<file path="src/rtl/reg_dump_streamer.sv">
// Register-file dump streamer: freezes the core and emits a framed byte
// stream (header, register bytes MSB-first, XOR checksum) over valid/ready.
module reg_dump_streamer #(
    parameter int DataWidth = 16,
    parameter int NumRegs = 8,
    parameter int IndexWidth = $clog2(NumRegs),
    parameter logic [7:0] HeaderByte = 8'hA5
) (
    input  logic                  clk,
    input  logic                  rst,
    input  logic                  dumpReq,
    output logic                  busy,
    output logic                  cpuHold,
    output logic [IndexWidth-1:0] readAddr,
    input  logic [DataWidth-1:0]  readData,
    output logic                  outValid,
    input  logic                  outReady,
    output logic [7:0]            outData,
    output logic                  outLast
);
    localparam int NumBytes = DataWidth / 8;
    localparam int CntWidth = (NumBytes > 1) ? $clog2(NumBytes) : 1;
    localparam logic [IndexWidth-1:0] LastIndex = IndexWidth'(NumRegs - 1);
    localparam logic [CntWidth-1:0] CntInit = CntWidth'(NumBytes - 1);

    typedef enum logic [2:0] {
        IDLE,
        HEADER,
        LOAD,
        SEND,
        CHECKSUM
    } state_t;

    state_t                state;
    state_t                state_next;
    logic [IndexWidth-1:0] index;
    logic [CntWidth-1:0]   byte_cnt;
    logic [DataWidth-1:0]  shift_reg;
    logic [7:0]            checksum;
    logic [7:0]            top_byte;

    assign top_byte = shift_reg[DataWidth-1 -: 8];
    assign busy     = (state != IDLE);
    assign cpuHold  = busy;

    always_comb begin
        state_next = state;
        outValid   = 1'b0;
        outLast    = 1'b0;
        outData    = 8'h00;
        readAddr   = '0;
        unique case (state)
            IDLE: begin
                if (dumpReq) state_next = HEADER;
            end
            HEADER: begin
                outValid = 1'b1;
                outData  = HeaderByte;
                if (outReady) state_next = LOAD;
            end
            LOAD: begin
                readAddr   = index;
                state_next = SEND;
            end
            SEND: begin
                readAddr = index;
                outValid = 1'b1;
                outData  = top_byte;
                if (outReady && byte_cnt == '0) begin
                    state_next = (index == LastIndex) ? CHECKSUM : LOAD;
                end
            end
            CHECKSUM: begin
                outValid = 1'b1;
                outLast  = 1'b1;
                outData  = checksum;
                if (outReady) state_next = IDLE;
            end
            default: state_next = IDLE;
        endcase
    end

    always_ff @(posedge clk) begin
        if (rst) begin
            state     <= IDLE;
            index     <= '0;
            byte_cnt  <= '0;
            shift_reg <= '0;
            checksum  <= 8'h00;
        end else begin
            state <= state_next;
            case (state)
                IDLE: begin
                    if (dumpReq) begin
                        index    <= '0;
                        checksum <= 8'h00;
                    end
                end
                LOAD: begin
                    // Register 0 is architecturally zero whatever the port returns
                    shift_reg <= (index == '0) ? '0 : readData;
                    byte_cnt  <= CntInit;
                end
                SEND: begin
                    if (outReady) begin
                        checksum  <= checksum ^ top_byte;
                        shift_reg <= shift_reg << 8;
                        byte_cnt  <= byte_cnt - CntWidth'(1);
                        if (byte_cnt == '0 && index != LastIndex) begin
                            index <= index + IndexWidth'(1);
                        end
                    end
                end
                default: ;
            endcase
        end
    end
endmodule

</file>
<file path="config.mk">
export PLATFORM = sky130hd
export DESIGN_NAME = reg_dump_streamer
export DESIGN_NICKNAME = d
export VERILOG_FILES = /design/src/rtl/reg_dump_streamer.sv
export SDC_FILE = /design/constraint.sdc
export NUM_CORES = 1
export LEC_CHECK = 0
export BUFFER_PORTS_ARGS = -buffer_cell sky130_fd_sc_hd__buf_4
export CORE_ASPECT_RATIO = 1.75
export CORE_UTILIZATION = 38
export CTS_CLUSTER_SIZE = 12
export DETAILED_ROUTE_END_ITERATION = 8
export PLACE_DENSITY_LB_ADDON = 0.08
export SYNTH_ARGS = -nofsm -noshare
export SYNTH_HDL_FRONTEND = slang
export SYNTH_SLANG_ARGS = --single-unit
</file>
<file path="constraint.sdc">
create_clock -name clk -period 1.41 [get_ports clk]
set_clock_uncertainty 0.05 [all_clocks]
set_input_delay 0.2115 -clock clk [delete_from_list [all_inputs] [get_ports clk]]
set_output_delay 0.2115 -clock clk [all_outputs]
set_load 0.02 [all_outputs]
</file>
Yosys cells after proc, flatten, opt, wreduce, memory -nomap -nowiden

Cells that the tools add are included.

Register bits after elaboration: 31
Output and inout port bits: 15
Logic and storage cells: 56

$add $sub $neg: 2
Eq/ne operators: 12
Muxes and demuxes: 22
Bitwise operators: 2
Reduce and logical (&&, ||, !) cells: 13

Operators with widths:

| operator            | count |
|---|---|
| $mux 16             | 2 |
| $pmux 16 s2         | 1 |
| $mux 3              | 9 |
| $pmux 8 s3          | 1 |
| $mux 8              | 2 |
| $pmux 8 s2          | 1 |
| $pmux 3 s5          | 1 |
| $ne 2x2->1 const B  | 6 |
| $reduce_and 4->1    | 2 |
| $xor 8x8->8         | 1 |
| $eq 3x2->1 const B  | 2 |
| $eq 3x3->1 const B  | 2 |
| $logic_not 3->1     | 2 |
| $pmux 3 s2          | 1 |
| $reduce_bool 2->1   | 2 |
| $add 3x1->3 const B | 1 |
| $eq 3x1->1 const B  | 1 |
| $mux 1              | 3 |
| $ne 3x3->1 const B  | 1 |
| $reduce_and 3->1    | 1 |
| $reduce_bool 3->1   | 1 |
| $reduce_or 3->1     | 1 |
| $logic_and 1x1->1   | 2 |
| $pmux 1 s2          | 1 |
| 4 further kinds     | 4 |

Logic depth before layout (Yosys ltp)

Depth after elaboration: 5
Depth in mapped cells: 7
Mapped depth without buffers: 5

Worst setup path after synthesis

OpenSTA, ideal clock, no wires.

Path kind: register -> output
Start point: reg state[0]
End point: out outData[0]
Arrival: 1.215 ns
Data required time: 1.148 ns
Setup slack: -0.067 ns
Stages on the path, launching flop included: 5
Path through: dfxtp_1 buf_4 nor3b_2 buf_2 a22o_1

Longest elaborated chain between the ends: 2

RTL lines:

| element                                  | RTL line | source |
|---|---|---|
| start, declared                          | 34       | `state_t state;` |
| start signal, assigned                   | 91       | `state <= state_next;` |
| $eq 3x3->1, or another cell as far along | 52       | `unique case (state)` |
| $pmux 8 s3 *                             | 52       |  |
| end, declared                            | 18       | `output logic [7:0] outData,` |

Mark *: on every way between the ends. The rest lies on a longest branch, timed or not.

Final worst setup path

Start point: reg state[0]
End point: out busy

Longest elaborated chain between the ends: 1

RTL lines:

| element           | RTL line | source |
|---|---|---|
| $reduce_bool 3->1 | 43       | `assign busy = (state != IDLE);` |
| end, declared     | 12       | `output logic busy,` |

No other way between the ends.

==> impl_results.md <==
- Outcome: finished, violations left
- Failing checks: setup timing
- CP Buf/Inv Count: 3
- Worst-path clk slew: 0.07 ns
- DRC viols: 0
- Met2 wire len: 2880 um
- Crit path required time: 1.15 ns
- Layout cells sized above 1: 0.506
- Initial Util: 0.398
- Drt first-iter violations: 57
- Worst hold start: readData[7]
- Maxcap violations: 0
- Post-DP HPWL: 3170 um
- RSZ-0062 raised after global routing: yes
- Synth Area in XOR/XNOR: 0
- Layout Nets: 279
- Largest family of logic cells by synthesized area: simple AND/OR/NAND/NOR gates
- IR drop worst, VDD: 0.717 mV
- HP Class: input port to flip-flop
- Syn_nets: 227
- Clk sink count: 31
- Gr usage total: 0.223
- Final-layout fill cell count: 397
- CTS Buf Count: 5
- Static Leakage: 0.000983 uW
- Die height: 92.3 um
- Via count: 1,748
- Number of iterations in the first detailed-routing pass: 4
- Dominant cell type by area after synthesis: dfxtp_1
- Simple-Gate Fraction of Synth Area: 0.300
- Placed instance count: 288
- Layout Cells excl Fill: 308
- DR top layer: met4
- Clock period minus worst slack: 1.64 ns
- Antenna violations before repair: 0
- Hold_buf cts: 0
- Core area: 0.00444 sq mm
- IO Pins: 35
- Port buffer count: 34
- Pin count of the biggest net entering global routing: 25
- Synth cell types: 41
- Wire per inst: 16.5 um
- Transition time at the pin with the least slew margin: 0.355 ns
- Max FFs per register: 16
- Synthesized instance count: 204
- Post-route ant nets: 0
- Global-route wire length before repair: 8090 um
- Antenna Cells: 0
- Synth Cell Area: 0.00177 sq mm
- Slew Limit Fails: 0
- #FFs+latches synth: 31
- Vias per cell: 5.68
- Setup CP Type: flip-flop to primary output
- Proportion of synthesized area in mux cells: 0
- Sequential element share of the synthesized area: 0.351
- GP Congestion: 0.751
- Worst R2R Setup Slack: -0.15 ns
- Rows: 32
- CP dominant cell by count: buf_6
- Syn Area/Cell: 8.67 sq um
- Die X: 53.6 um
- Worst r2r src: state[0]$_SDFFE_PP0P_
- Met3 Wirelength: 155 um
- CP peak stage delay: 0.38 ns
- CTS H-tree lvls: 2
- Vias in the first global route: 1,758
- Synth Area in Adders: 0.0212
- Pwr dens: 814 mW/mm^2
- Met1 WL: 1950 um
- Slew HR: 0.757
- Die Area: 0.00494 sq mm
- Hold EP: shift_reg[7]$_SDFFE_PP0P_
- CP Data Arrival Time: 1.38 ns
- Final Cycle Share: 1.17
- Fmax: 0.608 GHz
- Complex-gate fraction of the synthesized area: 0.263
- Area delta synth->final: 52.4%
- Tot Pwr: 2190 uW
- Final setup fails: 30
- Hold Crit Depth: 3
- Post-synth top area share: 0.351
- Worst R2R End: checksum[7]$_SDFFE_PP0P_
- Worst-path cell chain: buf_6 > buf_4 > or3_4 > buf_6
- CP Max Fanout: 5
- Delay-heaviest family, CP: buffers and inverters
- Synth warnings: 0
- TritonCTS clock tree: yes
- Worst skew pair latency: 0.29 ns
- Largest cells by area after synthesis: dfxtp_1 (35%), nand2b_1 (6.4%), a21oi_1 (5.4%), nand3_1 (5.1%), and3b_1 (5.0%)
- Most frequent cells in the layout: buf_4 (33), dfxtp_1 (27), buf_6 (26)
- Root Driver: clkbuf_8
- Final hold vios: 0
- Critical Path Start Type: flip-flop
- Worst setup margin: -0.234 ns
- Most common cell after layout, fill and taps aside: buf_4
- Total grt overflow: 0
- WL final: 5070 um
- Crit path from: state[0]$_SDFFE_PP0P_
- CTS max path bufs: 2
- Reg2Reg Depth: 5
- Setup crit end kind: primary output
- Slowest CP cell: or3_4
## worst reg2reg max path: cells and delay by family (launching register included)
family	cells	cell delay [ns]
compound gates	2	0.42
flops	1	0.33
buf+inv	2	0.24
simple gates	1	0.40
## worst max path at each step
stage                                  to  slack, ns  cells past startpoint
CTS                            outData[3]      -0.23                      5
detailed placement  index[0]$_SDFFE_PP0P_      -0.10                      4
global placement    index[0]$_SDFFE_PP0P_      -0.07                      4
finish                               busy      -0.23                      4
floorplan                         cpuHold      -0.04                      4
global route                   outData[3]      -0.30                      5
## stage by stage
stage	setup slack, ns	utilization	cell area [sq um]	setup TNS, ns	hold slack, ns
after floorplan	-0.0352	-	1770	-0.0663	0.313
after global placement	-0.0662	0.476	2120	-0.639	0.407
after detailed placement	-0.102	0.476	2120	-1.15	0.416
after CTS	-0.226	0.561	2490	-3.16	0.107
after global routing	-0.296	0.607	2700	-6.11	0.115
final	-0.234	0.607	2700	-4.23	0.118
## cells in the mapped netlist
cell type  number
dfxtp_1        31
a21oi_1        19
nand2b_1       18
nand3_1        18
o21ai_1        16
and3b_1        10
nor2b_1        10
a22o_1          8
nand2_1         8
o21ai_0         8
a311oi_1        5
buf_4           5
clkbuf_1        5
a311oi_2        4
nor2_1          4
buf_2           3
ha_1            3
inv_1           3
buf_6           2
clkbuf_2        2
o32ai_1         2
a2111oi_0       1
a211oi_1        1
a211oi_2        1
a21boi_1        1
a21oi_4         1
a31oi_1         1
and4bb_2        1
nand3b_2        1
nand4b_1        1
nand4bb_1       1
nor2_2          1
nor2b_2         1
nor3_1          1
nor3b_1         1
nor3b_2         1
nor3b_4         1
nor4_1          1
or2_1           1
or3_1           1
or3b_4          1
## final cells by class
cell class                 count  area [sq um]  share of cell area
clock buffer                   7          96.3              0.0357
clock inverter                 1          7.51             0.00278
inverter                       3          11.3             0.00418
multi-input combinational    153          1300               0.481
sequential                    31           628               0.233
tap                           51          63.8              0.0237
timing repair buffer          62           593               0.220
## metal layers
metal / vias up / GRT usage
met5: - / 0
li1: 847 / -
met1: 848 / 0.245
met3: 10 / 0.0448
met2: 43 / 0.395
met4: 0 / 0.0855
## report_power, final
| part | total [uW] | internal (uW) | switching [uW] |
|---|---|---|---|
| Combinational | 467 | 233 | 234 |
| Sequential | 928 | 900 | 27.7 |
| Clock | 801 | 444 | 357 |
| Total | 2190 | 1580 | 618 |
## logic make-up (layout without fill, tap and decap cells)
| family | count (synthesis) | in the layout |
|---|---|---|
| compound gates | 68 | 68 |
| flops | 31 | 31 |
| fa+ha+maj | 3 | 3 |
| buf+inv | 20 | 73 |
| simple gates | 82 | 82 |
## repair_timing
| item | 4_1_cts | 5_1_grt |
|---|---|---|
| pin swaps | 17 | 31 |
| resized for setup | 48 | 50 |
| setup buffers | 9 | 3 |
| gates cloned | 1 | 1 |
| endpoints found under the setup margin | 36 | 43 |
Power figures use the tool's default switching activity.
